## config.mk

```make
export PLATFORM = sky130hd
export DESIGN_NAME = mac8_seq_ctrl
export DESIGN_NICKNAME = d
export VERILOG_FILES = /design/src/rtl/mac8_pkg.sv /design/src/rtl/mac8_seq_ctrl.sv
export SDC_FILE = /design/constraint.sdc
export NUM_CORES = 1
export LEC_CHECK = 0
export BUFFER_PORTS_ARGS = -buffer_cell sky130_fd_sc_hd__buf_2
export CAP_MARGIN = 5
export CORE_UTILIZATION = 54
export CTS_CLUSTER_SIZE = 8
export DETAILED_ROUTE_END_ITERATION = 6
export PLACE_DENSITY = 0.88
export SETUP_SLACK_MARGIN = 0.4
export SYNTH_ARGS = -nofsm -noshare
export SYNTH_HDL_FRONTEND = slang
export SYNTH_SLANG_ARGS = --single-unit
```

## constraint.sdc

```tcl
create_clock -name clk -period 3 [get_ports clk]
set_input_delay 0.15 -clock clk [delete_from_list [all_inputs] [get_ports clk]]
set_output_delay 0.15 -clock clk [all_outputs]
set_load 0.005 [all_outputs]
```

## src/rtl/mac8_pkg.sv

```systemverilog
// Shared types and sizing for the 8x8 multiply-accumulate sequencer.
package mac8_pkg;

    localparam int WIDTH = 8;
    localparam int ACC_W = 16;
    localparam int CNT_W = $clog2(WIDTH);

    typedef enum logic [1:0] {
        IDLE = 2'd0,
        MUL  = 2'd1,
        ACC  = 2'd2,
        DONE = 2'd3
    } state_e;

    // Unsigned wrap detection: a wrapped sum is smaller than either addend.
    function automatic logic add_wrapped(input logic [ACC_W-1:0] sum, input logic [ACC_W-1:0] addend);
        return (sum < addend);
    endfunction

endpackage

```

## src/rtl/mac8_seq_ctrl.sv

```systemverilog
// Sequences a shared external 16-bit adder through shift-and-add multiply
// followed by a single accumulate step, with valid/ready on both sides.
module mac8_seq_ctrl
    import mac8_pkg::*;
(
    input  logic             clk,
    input  logic             rst_n,
    input  logic             in_valid,
    output logic             in_ready,
    input  logic [WIDTH-1:0] op_a,
    input  logic [WIDTH-1:0] op_b,
    input  logic             acc_clr,
    output logic [ACC_W-1:0] add_a,
    output logic [ACC_W-1:0] add_b,
    output logic             add_cin,
    input  logic [ACC_W-1:0] add_sum,
    output logic             out_valid,
    input  logic             out_ready,
    output logic [ACC_W-1:0] acc_out,
    output logic             acc_ovf,
    output logic             busy
);

    state_e           r_state;
    logic [WIDTH-1:0] r_a;
    logic [WIDTH-1:0] r_b;
    logic [ACC_W-1:0] r_prod;
    logic [ACC_W-1:0] r_acc;
    logic [CNT_W-1:0] r_cnt;
    logic             r_clr;
    logic             r_ovf;
    logic             r_in_ready;
    logic             r_out_valid;
    logic             r_busy;

    logic [ACC_W-1:0] w_add_a;
    logic [ACC_W-1:0] w_add_b;
    logic [ACC_W-1:0] w_a_shift;

    // Operand mux for the shared adder; idle and reset drive zeros.
    always_comb begin
        w_add_a   = {ACC_W{1'b0}};
        w_add_b   = {ACC_W{1'b0}};
        w_a_shift = {{(ACC_W-WIDTH){1'b0}}, r_a} << r_cnt;
        if (!rst_n) begin
            w_add_a = {ACC_W{1'b0}};
            w_add_b = {ACC_W{1'b0}};
        end else begin
            case (r_state)
                MUL: begin
                    w_add_a = r_prod;
                    w_add_b = r_b[r_cnt] ? w_a_shift : {ACC_W{1'b0}};
                end
                ACC: begin
                    w_add_a = r_clr ? {ACC_W{1'b0}} : r_acc;
                    w_add_b = r_prod;
                end
                default: begin
                    w_add_a = {ACC_W{1'b0}};
                    w_add_b = {ACC_W{1'b0}};
                end
            endcase
        end
    end

    // Control FSM with registered handshake and status outputs.
    always_ff @(posedge clk) begin
        if (!rst_n) begin
            r_state     <= IDLE;
            r_a         <= {WIDTH{1'b0}};
            r_b         <= {WIDTH{1'b0}};
            r_prod      <= {ACC_W{1'b0}};
            r_acc       <= {ACC_W{1'b0}};
            r_cnt       <= {CNT_W{1'b0}};
            r_clr       <= 1'b0;
            r_ovf       <= 1'b0;
            r_in_ready  <= 1'b1;
            r_out_valid <= 1'b0;
            r_busy      <= 1'b0;
        end else begin
            case (r_state)
                IDLE: begin
                    if (in_valid && r_in_ready) begin
                        r_a        <= op_a;
                        r_b        <= op_b;
                        r_prod     <= {ACC_W{1'b0}};
                        r_cnt      <= {CNT_W{1'b0}};
                        r_clr      <= acc_clr;
                        r_ovf      <= acc_clr ? 1'b0 : r_ovf;
                        r_in_ready <= 1'b0;
                        r_busy     <= 1'b1;
                        r_state    <= MUL;
                    end
                end
                MUL: begin
                    r_prod <= add_sum;
                    if (r_cnt == CNT_W'(WIDTH - 1)) begin
                        r_state <= ACC;
                    end else begin
                        r_cnt <= r_cnt + CNT_W'(1);
                    end
                end
                ACC: begin
                    r_acc       <= add_sum;
                    r_ovf       <= r_ovf | add_wrapped(add_sum, w_add_a);
                    r_out_valid <= 1'b1;
                    r_state     <= DONE;
                end
                DONE: begin
                    // No same-cycle re-accept: in_ready rises only once back in IDLE.
                    if (out_ready) begin
                        r_out_valid <= 1'b0;
                        r_in_ready  <= 1'b1;
                        r_busy      <= 1'b0;
                        r_state     <= IDLE;
                    end
                end
                default: begin
                    r_out_valid <= 1'b0;
                    r_in_ready  <= 1'b1;
                    r_busy      <= 1'b0;
                    r_state     <= IDLE;
                end
            endcase
        end
    end

    assign add_a     = w_add_a;
    assign add_b     = w_add_b;
    assign add_cin   = 1'b0;
    assign in_ready  = r_in_ready;
    assign out_valid = r_out_valid;
    assign acc_out   = r_acc;
    assign acc_ovf   = r_ovf;
    assign busy      = r_busy;

endmodule
```

==> results.md, run 1 <==
* Status: complete, no violations
* Max cap viols at 0
* Min-Delay Path Class: in2reg
* Mapped cell area at 3550 sq um
* Most frequent cell after synthesis: nand2_1
* CP Data Required Time at 3.26 ns
* Antenna violations before repair at 0
* Register bit count reported by yosys at 58
* Die Y at 83.0 microns
* Die ar. at 6890 sq um
* Max clock buf depth at 2
* Critical Path Source: r_state[1]$_SDFFE_PN0P_
* Ys flop type: dfxtp_1
* DR DRC count at 0
* Final Skew at 0.00777 ns
* Largest family of logic cells by synthesized area: simple AND/OR/NAND/NOR gates
* Core area at 6350 sq um
* CTS tree: done
* Post-synthesis adder-cell area fraction at 7.76%
* Synth Area per Inst at 8.42 sq um
* Placer congestion estimate at 0.866
* Remaining Overflow, GRT at 0
* Hold Buf Count CTS at 0
* Synth top area cells: dfxtp_1, mux2i_1, nand2_1
* CP endpoint: acc_ovf$_SDFFE_PN0P_
* Placed cell area at 4010 sq um
* Max Fclk at 0.404 GHz
* Row cnt at 29
* CTS sink cnt at 58
* Fraction of layout cells with a size suffix above 1 at 27.2%
* Root Buffer: clkbuf_8
* Via count of the first global-routing pass at 3185
* Startpoint Class: flip-flop
* Die W at 83.0 microns
* Final #Nets at 561
* Design area at 4340 sq um
* PwrDens at 737 nW/um^2
* Post-synthesis mux area share at 12.5%
* First-pass GRT wire length at 15000 microns
* RR Startpoint: r_state[1]$_SDFFE_PN0P_
* DRT Pass-1 Iters at 5
* Hold Path Origin: op_a[7]
* Post-synth top cells: nand2_1, dfxtp_1, nor2b_1
* Reg clk slew, reported paths at 0.07 ns
* Setup violators final at 0
* Setup ws final at 0.524 ns
* Count of different cell masters after synthesis at 43
* VDD IR max at 0.000512 V
* WL/cell at 15.7 microns
* Synth area leader: dfxtp_1
* Post-route core utilization at 68.3%
* Area Overhead vs Synth at 22.4%
* Worst R2R End: acc_ovf$_SDFFE_PN0P_
* Min cycle time layout at 2.48 ns
* Final critical-path share of the clock period at 82.5%
* R2r worst-path depth at 9
* Sequential share of the synthesized area at 32.7%
* Largest net degree at the start of global routing at 63
* CP Class: reg2reg
* Share of the synthesized area in the top cell type at 32.7%
* Synth async-reset ratio at 0%
* Crit path max fanout at 22
* Iteration-0 DRC Markers at 230
* CP arrival at 2.74 ns
* Post-Synth XOR/XNOR Area at 0%
* Post-synthesis simple-gate area fraction at 21.3%
* Count of pins over their slew limit at 0
* R2R Setup Slk at 0.52 ns
* Hold Crit Depth at 3
* H-tree depth at 3
* Crit path capture type: flip-flop
* CTS buffer count at 9
* I/O pin total at 90
* DP Worst Slack at 0.440 ns
* Synthesized instance count at 421
* Final hold vios at 0
* Worst Tran Pin Value at 0.831 ns
* Starting Density at 55.8%
* Inserted Diodes at 0
* Setup_tns at 0 ns
* Pleak at 1.86 nW
* Dpl hpwl at 6440 microns
* Final ANT Viol Nets at 0
* Post-synth EDFFs at 0
* Compound-Gate Fraction of Synth Area at 19.6%
* Port bufs at 88
* Worst slew margin at 44.6%
* Synth Net Count at 480
* Yosys Warn Count at 0
* RSZ-0062 raised after global routing: false
* DR vias at 3326
* DRT Wirelength at 9170 microns
* GR Util All Layers at 27.0%
* Drt via density at 5.70
* Clk Latency, worst-skew pair at 0.34 ns
-- per-stage QoR --
stage	power, mW	hold WS [ns]	instances
after detailed placement	2.15	0.410	566
after CTS	3.14	0.0478	582
after global routing	3.37	0.0555	584
after global placement	2.10	0.401	566
final	3.20	0.0500	584
after floorplan	1.84	0.295	421
-- logic make-up after synthesis --
logic type	after synthesis
compound gates	95
fa+ha+maj	22
buf+inv	50
flops	58
mux	40
other cells	1
simple gates	155
-- cell usage in the layout (no fill, tap or decap), types with 7 or more instances in the layout --
| master | netlist | layout |
|---|---|---|
| a22oi_1 | 24 | 24 |
| nor2b_1 | 41 | 40 |
| buf_2 | 11 | 88 |
| ha_1 | 22 | 19 |
| dfxtp_1 | 58 | 56 |
| nor2_1 | 10 | 10 |
| mux2i_1 | 35 | 35 |
| inv_1 | 22 | 21 |
| a21oi_1 | 10 | 10 |
| a21boi_0 | 17 | 17 |
| o21ai_2 | 7 | 7 |
| a21o_1 | 17 | 17 |
| clkbuf_8 | 0 | 10 |
| buf_4 | 1 | 8 |
| nand2_1 | 86 | 85 |
-- metal layers --
layer	vias up	GRT usage (%)	share of wire (%)
met4	0	11.8	2.8
met1	1557	34.4	44
met5	-	0	0
met3	26	4.77	5.3
li1	1611	-	-
met2	132	44.7	48
-- timing repair --
| action | 4_1_cts | 5_1_grt |
|---|---|---|
| resized for setup | 3 | 11 |
| setup buffers | 0 | 2 |
| setup endpoints to repair | 1 | 1 |
| pin swaps | 0 | 2 |
-- layout make-up --
class	count	area (sq um)
Inverter	22	82.6
Clock inverter	5	125
Timing Repair Buffer	98	523
Sequential cell	58	1160
Clock buffer	11	141
Multi-Input combinational cell	313	2210
Tap cell	77	96.3
Fill cell	538	2010
-- state kept, by name (all words and copies together), names as in the netlist --
name	count
r_state	2
acc_out	16
acc_ovf	1
r_a	8
out_valid	1
in_ready	1
r_prod	16
r_b	8
r_clr	1
r_cnt	3
busy	1
-- power breakdown --
part	total [mW]	internal [mW]	switching, mW
clock network	0.982	0.658	0.324
registers	1.07	0.931	0.141
logic	1.15	0.469	0.676
-- how the worst min path moves through the flow --
stage | endpoint | slack, ns
after global placement | r_b[6]$_SDFFE_PN0P_ | 0.40
after floorplan | r_a[2]$_SDFFE_PN0P_ | 0.29
after detailed placement | r_b[1]$_SDFFE_PN0P_ | 0.41
after global routing | r_b[2]$_SDFFE_PN0P_ | 0.06
final | r_a[7]$_SDFFE_PN0P_ | 0.05
after CTS | r_b[1]$_SDFFE_PN0P_ | 0.05
-- critical path: stages, from the launching register on --
cell and delay [ns]:
dfxtp_2 0.36, inv_1 0.11, ha_2 0.42, nand2_2 0.11, buf_6 0.18, a21o_1 0.18, ha_1 0.32, a221oi_1 0.31
o211ai_1 0.19, a32oi_1 0.23
Power figures use the tool's default switching activity.
==> run 2, diff against run 1 <==
--- a/config.mk
+++ b/config.mk
@@ -7,10 +7,10 @@
 export LEC_CHECK = 0
 export BUFFER_PORTS_ARGS = -buffer_cell sky130_fd_sc_hd__buf_2
 export CAP_MARGIN = 5
-export CORE_UTILIZATION = 54
+export CORE_UTILIZATION = 48
 export CTS_CLUSTER_SIZE = 8
 export DETAILED_ROUTE_END_ITERATION = 6
-export PLACE_DENSITY = 0.88
+export PLACE_DENSITY = 0.83
 export SETUP_SLACK_MARGIN = 0.4
 export SYNTH_ARGS = -nofsm -noshare
 export SYNTH_HDL_FRONTEND = slang
==> constraint.sdc (replaced) <==
create_clock -name clk -period 2 [get_ports clk]
set_input_delay 0.1 -clock clk [delete_from_list [all_inputs] [get_ports clk]]
set_output_delay 0.1 -clock clk [all_outputs]
set_load 0.005 [all_outputs]
==> results.md, run 2 (synthesized netlist as in run 1, its figures left out) <==
* DR vias at 3693
* Starting Density at 50.8%
* Slowest stage delay, CP at 0.42 ns
* First-pass GRT wire length at 17100 microns
* Die Y at 88.0 microns
* Iteration-0 DRC Markers at 221
* H-tree depth at 3
* Remaining Overflow, GRT at 0
* Hold Buf Count CTS at 0
* Status: finished with violations
* I/O pin total at 90
* Worst path cell trace: buf_4, ha_4, buf_6, buf_4, nand2_1, a21o_1, ha_4, nand4_1, nor4b_2, a32oi_1
* Setup_tns at -1.05 ns
* Port bufs at 88
* Fraction of layout cells with a size suffix above 1 at 42.0%
* Non-Filler Instances at 651
* CTS buffer count at 9
* Final #Nets at 609
* Worst slew margin at 64.9%
* Most frequent cells in the layout: buf_2, nand2_1, dfxtp_1, nor2b_1, buf_4
* Commonest non-fill, non-tap cell in the layout: buf_2
* Inserted Diodes at 0
* R2R Setup Slk at -0.32 ns
* Seq. cell area at 1170 sq um
* Placer congestion estimate at 0.827
* Pleak at 2.11 nW
* Die ar. at 7740 sq um
* Violated checks: setup timing
* Reg clk slew, reported paths at 0.07 ns
* Final ANT Viol Nets at 0
* Antenna violations before repair at 0
* Count of pins over their slew limit at 0
* Worst Tran Pin Value at 0.518 ns
* Drt via density at 5.67
* CP Data Required Time at 2.20 ns
* Row cnt at 30
* Final Skew at 0.00654 ns
* WL/cell at 17.9 microns
* Setup ws final at -0.323 ns
* Fill count at 518
* RSZ-0062 raised after global routing: true
* Setup violators final at 12
* Area Overhead vs Synth at 44.5%
* Core area at 6980 sq um
* Max cap viols at 0
* Max clock buf depth at 2
* Max Fclk at 0.430 GHz
* CTS tree: done
* Min cycle time layout at 2.32 ns
* Clk Latency, worst-skew pair at 0.35 ns
* Startpoint Class: flip-flop
* Min-Delay Path Class: in2reg
* CTS sink cnt at 58
* Multi-input logic area at 2570 sq um
* Final hold vios at 0
* CP arrival at 2.53 ns
* DRT Pass-1 Iters at 7
* Largest net degree at the start of global routing at 63
* GR Util All Layers at 29.3%
* DR DRC count at 0
* VDD IR max at 0.000562 V
* Crit path max fanout at 6
* CP Class: reg2reg
* Root Buffer: clkbuf_8
* Via count of the first global-routing pass at 3477
* PwrDens at 1030 nW/um^2
* DRT Wirelength at 11700 microns
* Dpl hpwl at 7030 microns
* Crit path capture type: flip-flop
* Placed cells at 612
* CP max stage cell: nor4b_2
* Die W at 88.0 microns
* Final critical-path share of the clock period at 116%
## run 2: cell types whose count changed in the layout (fill, tap and decap cells not counted), sizes merged
| cell | delta |
|---|---|
| bufinv | -4 |
| clkbuf | +3 |
| nand2 | +1 |
| buf | +46 |
| clkinv | +2 |
## run 2: where the power goes
part           switching, mW  total [mW]  internal (mW)
logic                   1.37        2.68           1.30
registers              0.248        1.65           1.41
clock network          0.471       0.949          0.478
## run 2: through the flow
stage          util (%)  hold slack (ns)  area (sq um)  setup WS, ns  power [mW]
2_1_floorplan         -            0.245          3680       -0.0964        2.97
3_3_place_gp       62.0            0.350          4330        -0.119        3.45
3_5_place_dp       62.0            0.361          4330        -0.224        3.55
4_1_cts            69.8          0.00255          4870        -0.136        5.00
5_1_grt            73.4          0.00971          5120        -0.387        5.55
6_report           73.4          0.00376          5120        -0.323        5.28
## run 2: worst max-delay path, delay by kind of cell, from the launching register on
kind	cells	cell delay, ns
AND/OR/NAND/NOR	3	0.62
adder cells (fa/ha/maj)	2	0.43
buffers and inverters	3	0.38
flip-flops	1	0.37
AO/OA/AOI/OAI	2	0.37
## run 2: layout make-up
class / count / area share [%]
clock inverters: 3 / 0.293
repair buffers: 145 / 19.5
inverters: 22 / 1.76
flip-flops and latches: 58 / 22.9
clock buffers: 13 / 2.91
multi-input cells: 314 / 50.3
well taps: 96 / 2.34
## run 2: repair_timing
action / CTS / global route
setup endpoints to repair: 70 / 70
setup buffers: 17 / 4
gates cloned: 2 / 0
gates resized for setup: 43 / 45
pin swaps: 20 / 20
## run 2: per-layer routing
metal	up-vias	track usage, %	part of all wire [%]
li1	1715	-	-
met1	1732	34.7	39
met2	203	49.8	50
met3	43	4.90	6.7
met4	0	17.0	4.1
met5	-	0	0
## run 2: final timing paths
check                                              from                   end  cells after the start
worst max register to register  r_state[0]$_SDFFE_PN0P_  acc_ovf$_SDFFE_PN0P_                     10
worst min register to register      r_b[2]$_SDFFE_PN0P_   r_b[2]$_SDFFE_PN0P_                      2
worst min-delay path                            op_b[2]   r_b[2]$_SDFFE_PN0P_                      3
worst max-delay path            r_state[0]$_SDFFE_PN0P_  acc_ovf$_SDFFE_PN0P_                     10
==> run 3, diff against run 2 <==
--- a/config.mk
+++ b/config.mk
@@ -10,8 +10,10 @@
 export CORE_UTILIZATION = 48
 export CTS_CLUSTER_SIZE = 8
 export DETAILED_ROUTE_END_ITERATION = 6
+export HOLD_SLACK_MARGIN = 0.06
 export PLACE_DENSITY = 0.83
 export SETUP_SLACK_MARGIN = 0.4
+export SKIP_LAST_GASP = 1
 export SYNTH_ARGS = -nofsm -noshare
 export SYNTH_HDL_FRONTEND = slang
 export SYNTH_SLANG_ARGS = --single-unit
==> results.md, run 3 (synthesized netlist as in run 1, its figures left out) <==
* Area Overhead vs Synth at 49.3%
* I/O pin total at 90
* Combinational share of power at 50.8%
* Met2 wire len at 5860 microns
* Core area at 6980 sq um
* Clock share of power at 18.0%
* Metal-1 WL at 4710 microns
* Status: finished with violations
* Met3 Wirelength at 702 microns
* Row cnt at 30
* Internal Power at 3.20 mW
* Dpl hpwl at 7030 microns
* Slowest stage delay, CP at 0.37 ns
* Clk Latency, worst-skew pair at 0.35 ns
* Fraction of layout cells with a size suffix above 1 at 40.4%
* Root Buffer: clkbuf_8
* DRT Wirelength at 11800 microns
* CP max stage cell: nor4b_2
* CP arrival at 2.44 ns
* Placed cells at 612
* GR Util All Layers at 30.4%
* Startpoint Class: flip-flop
* Die ar. at 7740 sq um
* Final ANT Viol Nets at 0
* Max clock buf depth at 2
* DR DRC count at 0
* RSZ-0062 raised after global routing: true
* Crit path max fanout at 8
* CP Class: reg2reg
* Min-Delay Path Class: in2reg
* Via count of the first global-routing pass at 3627
* WL/cell at 17.6 microns
* Final Skew at 0.00588 ns
* Crit path capture type: flip-flop
* Violated checks: setup timing
* Reg clk slew, reported paths at 0.07 ns
* P_sw at 2.10 mW
* Iteration-0 DRC Markers at 191
* DRT Pass-1 Iters at 5
* Non-Filler Instances at 670
* Setup violators final at 12
* Worst Tran Pin Value at 0.522 ns
* Min cycle time layout at 2.23 ns
* Sequential Power Share at 31.2%
* Count of pins over their slew limit at 0
* Max cap viols at 0
* Worst slew margin at 65.2%
* Final #Nets at 628
* Worst path cell trace: inv_6, ha_4, nor2b_4, buf_6, nand2_1, a21o_1, ha_4, nand4_1, nor4b_2, a32oi_1
* PwrDens at 1000 nW/um^2
* CTS tree: done
* Most frequent cells in the layout: buf_2, nand2_1, dfxtp_1, buf_4, nor2b_1
* Die W at 88.0 microns
* First-pass GRT wire length at 17700 microns
* Starting Density at 50.8%
* Hold Slack at 0.0690 ns
* Port bufs at 88
* Top routing layer in use: met4
* CTS buffer count at 9
* Final critical-path share of the clock period at 112%
* Setup ws final at -0.235 ns
* DR vias at 3712
* Inserted Diodes at 0
* Drt via density at 5.54
* Pleak at 2.18 nW
* Largest net degree at the start of global routing at 63
* Switching part of the total power at 39.6%
* Commonest non-fill, non-tap cell in the layout: buf_2
* Antenna violations before repair at 0
* Placer congestion estimate at 0.827
* Max Fclk at 0.447 GHz
* Final hold vios at 0
* VDD IR max at 0.000614 V
* Die Y at 88.0 microns
* CP dominant cell by count: ha_4
* CTS sink cnt at 58
* H-tree depth at 3
* Remaining Overflow, GRT at 0
* CP Data Required Time at 2.21 ns
[run 3: timing repair]
item                                   in CTS  in global routing
gates cloned                                2                  0
hold buffers                               19                  0
pin swaps                                  19                 20
endpoints found under the hold margin      19                  0
setup endpoints to repair                  70                 70
setup buffers                              17                  4
gates resized for setup                    40                 41
[run 3: critical path, delay by kind of cell (launching register included)]
kind,cells,cell delay [ns]
flip-flops,1,0.36
AO/OA/AOI/OAI,2,0.37
AND/OR/NAND/NOR,4,0.73
buffers and inverters,2,0.22
adder cells (fa/ha/maj),2,0.41
[run 3: cell type report]
class | count | area, sq um
Clock buffer | 13 | 149
Clock inverter | 3 | 15.0
Fill cell | 472 | 1690
Inverter | 22 | 90.1
Multi-Input combinational cell | 314 | 2580
Sequential cell | 58 | 1170
Tap cell | 96 | 120
Timing Repair Buffer | 164 | 1170
[run 3: worst paths after layout]
kind                           start                       to  slack [ns]  depth (start not counted)
max          r_state[0]$_SDFFE_PN0P_     acc_ovf$_SDFFE_PN0P_       -0.23                         10
min                       add_sum[8]  acc_out[8]$_SDFFE_PN0N_        0.07                          3
max reg2reg  r_state[0]$_SDFFE_PN0P_     acc_ovf$_SDFFE_PN0P_       -0.23                         10
min reg2reg      r_b[2]$_SDFFE_PN0P_      r_b[2]$_SDFFE_PN0P_        0.47                          2
[run 3: stage by stage]
stage | TNS, ns | power (mW) | setup slack [ns] | util (%) | area, sq um
floorplan | -0.0964 | 2.97 | -0.0964 | - | 3680
global route | -2.47 | 5.56 | -0.319 | 75.8 | 5290
finish | -1.02 | 5.30 | -0.235 | 75.8 | 5290
global placement | -0.119 | 3.45 | -0.119 | 62.0 | 4330
detailed placement | -0.224 | 3.55 | -0.224 | 62.0 | 4330
CTS | -0.586 | 5.02 | -0.136 | 72.4 | 5060
[run 3: routing by layer]
layer  track usage (%)  vias up
met5                 0        -
met4              17.1        0
met3              5.09       51
met2              52.7      191
met1              35.4     1721
li1                  -     1749
[run 3: power groups by stage]
stage,registers [mW],logic (mW),clock network (mW)
6_report,1.66,2.69,0.955
3_5_place_dp,1.65,1.90,0
4_1_cts,1.63,2.43,0.957
2_1_floorplan,1.60,1.38,0
3_3_place_gp,1.64,1.81,0
5_1_grt,1.68,2.86,1.02
